==> config.mk <==
export PLATFORM = sky130hd
export DESIGN_NAME = block_move_ctrl
export DESIGN_NICKNAME = d
export VERILOG_FILES = /design/src/rtl/block_move_ctrl.sv
export SDC_FILE = /design/constraint.sdc
export NUM_CORES = 1
export LEC_CHECK = 0
export CORE_MARGIN = 5
export CORE_UTILIZATION = 60
export CTS_BUF_LIST = sky130_fd_sc_hd__clkbuf_16
export CTS_CLUSTER_SIZE = 28
export DETAILED_ROUTE_END_ITERATION = 7
export PLACE_DENSITY = 0.94
export SETUP_SLACK_MARGIN = 0.2
export SYNTH_ARGS = -nofsm -noshare
export SYNTH_HDL_FRONTEND = slang
export SYNTH_SLANG_ARGS = --single-unit
==> constraint.sdc <==
create_clock -name sys_clk -period 5.9 [get_ports sys_clk]
set_clock_uncertainty 0.15 [all_clocks]
set_input_delay 1.18 -clock sys_clk [delete_from_list [all_inputs] [get_ports sys_clk]]
set_output_delay 1.18 -clock sys_clk [all_outputs]
set_load 0.005 [all_outputs]
==> src/rtl/block_move_ctrl.sv <==
// Bouncing-block motion controller: advances a square block once every FRAME_DIV
// frames and reflects it off the inner edge of the display border.
module block_move_ctrl #(
    parameter logic [10:0] H_DISP    = 11'd1280,
    parameter logic [10:0] V_DISP    = 11'd720,
    parameter logic [10:0] SIDE_W    = 11'd40,
    parameter logic [10:0] BLOCK_W   = 11'd40,
    parameter logic [7:0]  FRAME_DIV = 8'd1
) (
    input  logic        sys_clk,
    input  logic        sys_rst_n,
    input  logic        frame_start,
    input  logic        pause,
    input  logic [3:0]  speed_x,
    input  logic [3:0]  speed_y,
    output logic [10:0] block_x,
    output logic [10:0] block_y,
    output logic        dir_x,
    output logic        dir_y,
    output logic        pos_upd,
    output logic        corner_hit,
    output logic [1:0]  fsm_state
);

    localparam logic [11:0] X_MIN = {1'b0, SIDE_W};
    localparam logic [11:0] Y_MIN = {1'b0, SIDE_W};
    localparam logic [11:0] X_MAX = {1'b0, H_DISP} - {1'b0, SIDE_W} - {1'b0, BLOCK_W};
    localparam logic [11:0] Y_MAX = {1'b0, V_DISP} - {1'b0, SIDE_W} - {1'b0, BLOCK_W};

    typedef enum logic [1:0] {
        S_IDLE   = 2'd0,
        S_WAIT   = 2'd1,
        S_CALC   = 2'd2,
        S_COMMIT = 2'd3
    } state_t;

    state_t      state, state_nxt;
    logic [7:0]  frm_cnt, frm_cnt_nxt;

    logic [10:0] x_next, y_next;
    logic        x_dir_next, y_dir_next, x_bounce, y_bounce;
    logic [10:0] calc_x, calc_y;
    logic        calc_dx, calc_dy, calc_bx, calc_by;

    assign fsm_state = state;

    always_comb begin
        state_nxt   = state;
        frm_cnt_nxt = frm_cnt;
        case (state)
            S_IDLE: if (frame_start) state_nxt = S_WAIT;
            S_WAIT: begin
                if (frame_start && !pause) begin
                    if (frm_cnt == FRAME_DIV - 8'd1) begin
                        frm_cnt_nxt = 8'd0;
                        state_nxt   = S_CALC;
                    end else begin
                        frm_cnt_nxt = frm_cnt + 8'd1;
                    end
                end
            end
            S_CALC:   state_nxt = S_COMMIT;
            S_COMMIT: state_nxt = S_WAIT;
            default:  state_nxt = S_IDLE;
        endcase
    end

    // Compares are done 12 bits wide so pos+speed near the right edge cannot wrap.
    always_comb begin
        x_next     = block_x;
        x_dir_next = dir_x;
        x_bounce   = 1'b0;
        if (speed_x != 4'd0) begin
            if (dir_x) begin
                if ({1'b0, block_x} + {8'd0, speed_x} >= X_MAX) begin
                    x_next     = X_MAX[10:0];
                    x_dir_next = 1'b0;
                    x_bounce   = 1'b1;
                end else begin
                    x_next = block_x + {7'd0, speed_x};
                end
            end else begin
                if ({1'b0, block_x} <= X_MIN + {8'd0, speed_x}) begin
                    x_next     = X_MIN[10:0];
                    x_dir_next = 1'b1;
                    x_bounce   = 1'b1;
                end else begin
                    x_next = block_x - {7'd0, speed_x};
                end
            end
        end
    end

    always_comb begin
        y_next     = block_y;
        y_dir_next = dir_y;
        y_bounce   = 1'b0;
        if (speed_y != 4'd0) begin
            if (dir_y) begin
                if ({1'b0, block_y} + {8'd0, speed_y} >= Y_MAX) begin
                    y_next     = Y_MAX[10:0];
                    y_dir_next = 1'b0;
                    y_bounce   = 1'b1;
                end else begin
                    y_next = block_y + {7'd0, speed_y};
                end
            end else begin
                if ({1'b0, block_y} <= Y_MIN + {8'd0, speed_y}) begin
                    y_next     = Y_MIN[10:0];
                    y_dir_next = 1'b1;
                    y_bounce   = 1'b1;
                end else begin
                    y_next = block_y - {7'd0, speed_y};
                end
            end
        end
    end

    always_ff @(posedge sys_clk) begin
        if (!sys_rst_n) begin
            state      <= S_IDLE;
            frm_cnt    <= 8'd0;
            calc_x     <= X_MIN[10:0];
            calc_y     <= Y_MIN[10:0];
            calc_dx    <= 1'b1;
            calc_dy    <= 1'b1;
            calc_bx    <= 1'b0;
            calc_by    <= 1'b0;
            block_x    <= X_MIN[10:0];
            block_y    <= Y_MIN[10:0];
            dir_x      <= 1'b1;
            dir_y      <= 1'b1;
            pos_upd    <= 1'b0;
            corner_hit <= 1'b0;
        end else begin
            state      <= state_nxt;
            frm_cnt    <= frm_cnt_nxt;
            pos_upd    <= (state == S_COMMIT);
            corner_hit <= (state == S_COMMIT) && calc_bx && calc_by;
            if (state == S_CALC) begin
                calc_x  <= x_next;
                calc_y  <= y_next;
                calc_dx <= x_dir_next;
                calc_dy <= y_dir_next;
                calc_bx <= x_bounce;
                calc_by <= y_bounce;
            end
            // Visible outputs only move on the edge leaving COMMIT.
            if (state == S_COMMIT) begin
                block_x <= calc_x;
                block_y <= calc_y;
                dir_x   <= calc_dx;
                dir_y   <= calc_dy;
            end
        end
    end

endmodule

==> results of run 1 <==
## metal layers
layer / part of all wire (%) / track usage (%)
met4: 4.9 / 15.0
met3: 6.5 / 5.55
met2: 48 / 47.0
met5: 0 / 0
met1: 41 / 32.6
## worst paths after layout
path	startpoint	end	depth (start not counted)
worst max register to register	block_x[0]	calc_x[8]	10
worst min register to register	calc_dy	calc_dy	2
worst min-delay path	calc_dy	calc_dy	2
worst max-delay path	speed_x[0]	calc_x[8]	11
## area by class of cell
| cell class | instances | area, um2 | share of cell area, % |
|---|---|---|---|
| Sequential cell | 62 | 1240 | 24.1 |
| Timing Repair Buffer | 45 | 435 | 8.47 |
| Clock inverter | 7 | 35.0 | 0.681 |
| Inverter | 33 | 124 | 2.41 |
| Tap cell | 99 | 124 | 2.41 |
| Clock buffer | 9 | 225 | 4.38 |
| Multi-Input combinational cell | 428 | 2960 | 57.5 |
## through the flow
step	setup WS (ps)	std cells	util [%]	power, W	hold WS, ps
after floorplan	2330	559	-	0.000831	285
after global placement	1550	667	67.3	0.000931	294
after detailed placement	1470	667	67.3	0.000950	315
after CTS	1790	683	70.9	0.00141	322
after global routing	1570	683	70.9	0.00149	348
final	1800	683	70.9	0.00141	321
## tightest hold or removal path: cells and delay by family, from the launching register on
kind | cells | cell delay, ps
compound gates | 1 | 60
buf+inv | 1 | 50
flops | 1 | 300
## registers in the layout, summed over array words and instances, names as in the netlist
signal / cells
fsm_state: 2
calc_y: 11
calc_bx: 1
dir_x: 1
dir_y: 1
calc_dy: 1
block_x: 11
block_y: 11
calc_dx: 1
corner_hit: 1
frm_cnt: 8
pos_upd: 1
calc_x: 11
calc_by: 1
## cell usage after synthesis, types with 5 or more instances
master,number
nor2_1,77
ha_1,25
xor2_1,12
a31o_2,5
nor2b_1,8
nand4_1,6
o2111ai_1,5
clkbuf_1,26
xnor2_1,9
nand2_1,37
a21o_1,7
o211ai_1,11
a21oi_1,36
nand3_1,11
dfxtp_1,62
mux2i_1,27
inv_1,31
o31ai_1,10
nor3_1,6
nand2b_1,7
o21a_1,5
a31oi_1,7
o21ai_0,26
and2_1,5
and3_1,7
## power breakdown
group	switching, W	internal (W)	total (W)
clock network	0.000181	0.000277	0.000458
logic	0.000246	0.000176	0.000422
registers	0.0000526	0.000482	0.000534
total	0.000479	0.000935	0.00141
## cells by family (layout without fill, tap and decap cells)
kind of cell    Yosys count  count (layout)  share of synthesized area [%]
compound gates          157             157                           25.4
simple gates            191             191                           20.9
mux                      30              30                           6.80
fa+ha+maj                29              29                           8.78
buf+inv                  69              94                           6.26
flops                    62              62                           27.7
xor+xnor                 21              21                           4.11
==> flow_summary.toml, run 1 <==
[run_status]
status = "complete, no violations"

[die]
die_y_um = 96.4
pin_count = 40
start_util_pct = 61.7
design.core.area_um2 = 7250
die_area_um2 = 9280
die_w_um = 96.4
rows = 31

[sta]
tns_ps = 0
hold_violations = 0
rsz0062_at_grt = "false"
setup_viol = 0
worst_pin_slew_ps = 852
timing.fmax_mhz = 244
min_period_over_period_pct = 69.5
slew_headroom_pct = 43.1
timing.final.max_slew_violations = 0
min_period_ps = 4100

[placed_design]
place_area_um2 = 4880
gp_congestion = 0.939
dp_hpwl_um = 8390
io_buffers = 39

[worst_setup_path]
worst_setup_path_end_kind = "flip-flop"
crit_required_ps = 5990
max_stage_delay_ps = 590
path_buf_inv = 2
arrival_ps = 4190
critPathSlowestCell = "o41ai_4"
critPathKind = "in2reg"
critical-path-top-delay-family = "compound AO/OA/AOI/OAI gates"
critPathMaxFanout = 8
path_cells = "clkdlybuf4s50_1 > ha_1 > inv_1 > fa_1 > nor2_4 > nor2_1 > a41oi_1 > o311ai_4 > o41ai_4 > nand3_2 > o32ai_2"
start_kind = "primary input"
r2r_slack_ps = 2760

[layout]
layout-drive-gt1-share_pct = 7.36
final_cell_mix = "77 x nor2_1, 62 x dfxtp_1, 39 x clkdlybuf4s50_1"
nNetsFinal = 620
syn2layout_area_growth_pct = 15.0
antenna_cells = 0
n_fill_cell = 574
final_common_cell = "nor2_1"
fin_area_um2 = 5140

[clock_tree]
clk_latency_ps = 330
cts.repair.resized = 0
cts.sinks = 62
cts_tree = "yes"
ctsHtreeMaxLevel = 3
clockBufferDepth = 2
numCtsBuffers = 9
cts-root-buf = "clkbuf_16"
cts_setup_buffers = 0
cts.clk_slew.worst_paths_ps = 50
cts_hold_buf = 0

[detailed_routing]
drc = 0
drtIter0Drc = 283
ant_nets = 0
routedWlPerCell_um = 17.5
drt_wl_total_um = 12000
num_vias = 4334
viasPerCell = 6.35
drt_first_pass_iters = 7

[grt]
grt_pass1_wl_um = 20100
grt.total_usage_pct = 27.7
antenna_found_initial = 0
grt.overflow.total = 0
grt_pass1_vias = 4204
grt_max_degree = 40

[synth]
synthDistinctLibCells = 77
syn_area_per_cell_um2 = 8.00
yosys.area.top_type = "dfxtp_1"
syn_area_um2 = 4470
netlist.area_leader.share_pct = 27.7
synth-seq-cells = 62
synth-edff-count = 0
yosys_warnings = 0
syn_inst = 559
ys.flop_type = "dfxtp_1"
synth_top_cells_by_area = "dfxtp_1 28%, ha_1 7.0%, nor2_1 6.5%"
syn_nets = 600
synth-async-reset-ratio_pct = 0
ys_seq_area_share_pct = 27.7

[pwr]
power_density_nw_per_um2 = 275
ir_worst_vdd_v = 0.000163
p_leak_nw = 2.01

[hold_path]
holdCritPathClass = "reg2reg"

[flow_run]
maxCapViolCount = 0
(Power assumes the default switching activity.)
==> inputs of run 2 (changes only) <==
--- a/config.mk
+++ b/config.mk
@@ -6,11 +6,11 @@
 export NUM_CORES = 1
 export LEC_CHECK = 0
 export CORE_MARGIN = 5
-export CORE_UTILIZATION = 60
+export CORE_UTILIZATION = 59
 export CTS_BUF_LIST = sky130_fd_sc_hd__clkbuf_16
 export CTS_CLUSTER_SIZE = 28
 export DETAILED_ROUTE_END_ITERATION = 7
-export PLACE_DENSITY = 0.94
+export PLACE_DENSITY = 0.92
 export SETUP_SLACK_MARGIN = 0.2
 export SYNTH_ARGS = -nofsm -noshare
 export SYNTH_HDL_FRONTEND = slang
==> constraint.sdc (replaced) <==
create_clock -name sys_clk -period 4.1 [get_ports sys_clk]
set_clock_uncertainty 0.15 [all_clocks]
set_input_delay 0.82 -clock sys_clk [delete_from_list [all_inputs] [get_ports sys_clk]]
set_output_delay 0.82 -clock sys_clk [all_outputs]
set_load 0.005 [all_outputs]
==> flow_summary.toml, run 2 (synthesis gave the netlist of run 1 again) <==
[run_status]
status = "complete, no violations"

[clock_tree]
ctsHtreeMaxLevel = 3
clockBufferDepth = 2
cts_hold_buf = 0
numCtsBuffers = 9
cts.repair.resized = 0
clk_latency_ps = 320
cts_tree = "yes"
cts.clk_slew.worst_paths_ps = 50
cts_setup_buffers = 0
cts.sinks = 62
cts-root-buf = "clkbuf_16"

[detailed_routing]
routedWlPerCell_um = 17.5
drc = 0
drt_wl_total_um = 12100
viasPerCell = 6.35
ant_nets = 0
num_vias = 4384
drt_first_pass_iters = 5
drtIter0Drc = 363

[worst_setup_path]
crit_required_ps = 4200
start_kind = "primary input"
worst_setup_path_end_kind = "flip-flop"
crit_path_frequent_cell = "buf_4"
path_buf_inv = 4
critPathSlowestCell = "clkdlybuf4s50_1"
critPathKind = "in2reg"
rr_worst_depth = 12
critical-path-top-delay-family = "buffers and inverters"
crit_start = "speed_x[0]"
critPathMaxFanout = 6
r2r_start = "block_x[0]"
r2r-end = "calc_x[7]"
path_cells = "clkdlybuf4s50_1 > ha_1 > inv_1 > fa_1 > nor2_4 > o2111a_1 > and3_1 > xor2_1 > o41ai_4 > buf_4 > buf_4 > a31o_2 > a22oi_1"
arrival_ps = 3800
r2r_slack_ps = 1010
max_stage_delay_ps = 540

[hold_path]
min_to = "dir_y"
holdPathStages = 2
holdCritPathClass = "reg2reg"
min_from = "calc_dy"

[layout]
layout-drive-gt1-share_pct = 8.80
final_common_cell = "nor2_1"
utilization_pct = 71.0
nNetsFinal = 627
final_cell_mix = "77 x nor2_1, 62 x dfxtp_1, 39 x clkdlybuf4s50_1"
layout.cells.non_filler = 690
fin_area_um2 = 5200
syn2layout_area_growth_pct = 16.3
antenna_cells = 0

[die]
pin_count = 40
die_y_um = 97.1
design.core.area_um2 = 7330
die_area_um2 = 9430
start_util_pct = 61.0
rows = 31
die_w_um = 97.1

[sta]
timing.final.max_slew_violations = 0
timing.fmax_mhz = 270
min_period_over_period_pct = 90.3
setup_viol = 0
rsz0062_at_grt = "false"
min_period_ps = 3700
worst_pin_slew_ps = 1070
hold_ws_ps = 330
hold_violations = 0
slew_headroom_pct = 28.4

[grt]
grt_max_degree = 40
grt_pass1_vias = 4224
grt_pass1_wl_um = 19900
grt.overflow.total = 0
antenna_found_initial = 0
grt.total_usage_pct = 24.8

[placed_design]
place_area_um2 = 4920
gp_congestion = 0.973
dp_hpwl_um = 8490
place_inst = 672
io_buffers = 39

[flow_run]
maxCapViolCount = 0

[pwr]
power_density_nw_per_um2 = 395
ir_worst_vdd_v = 0.000201
p_leak_nw = 2.03
power_w = 0.00205
[run 2: cell type report]
| class | count | area [um2] |
|---|---|---|
| multi-input combinational | 428 | 2960 |
| fill | 536 | 2130 |
| sequential | 62 | 1240 |
| timing repair buffer | 52 | 488 |
| clock buffer | 9 | 225 |
| inverter | 33 | 124 |
| tap | 99 | 124 |
| clock inverter | 7 | 42.5 |
[run 2: through the flow]
step                      worst slack [ps]  setup TNS (ps)
final                                  398               0
after global routing                   198               0
after CTS                              317               0
after detailed placement             -8.77           -8.77
after global placement                88.6               0
after floorplan                        891               0
[run 2: worst max-delay path by stage]
| stage | endpoint | cells after the start |
|---|---|---|
| 5_1_grt | calc_x[7] | 13 |
| 6_report | calc_x[7] | 13 |
| 4_1_cts | calc_x[8] | 11 |
| 3_5_place_dp | calc_x[8] | 11 |
| 2_1_floorplan | calc_bx | 10 |
| 3_3_place_gp | calc_bx | 11 |
[run 2: report_power, final]
group	internal, W	total (W)	switching [W]	leakage [nW]
clock network	0.000403	0.000661	0.000258	0.132
registers	0.000693	0.000768	0.0000755	0.502
logic	0.000260	0.000623	0.000364	1.39
total	0.00136	0.00205	0.000697	2.03
[run 2: metal layers]
metal	up-vias	GRT usage [%]	wire (um)
met3	41	3.16	746
met4	0	11.6	358
met5	-	0	0
li1	2075	-	-
met2	213	43.4	6040
met1	2055	30.1	4920
[run 2: worst min-delay path, stage by stage (launching register included)]
cell     delay (ps)
dfxtp_1         330
mux2i_1          70
nand2_1          60
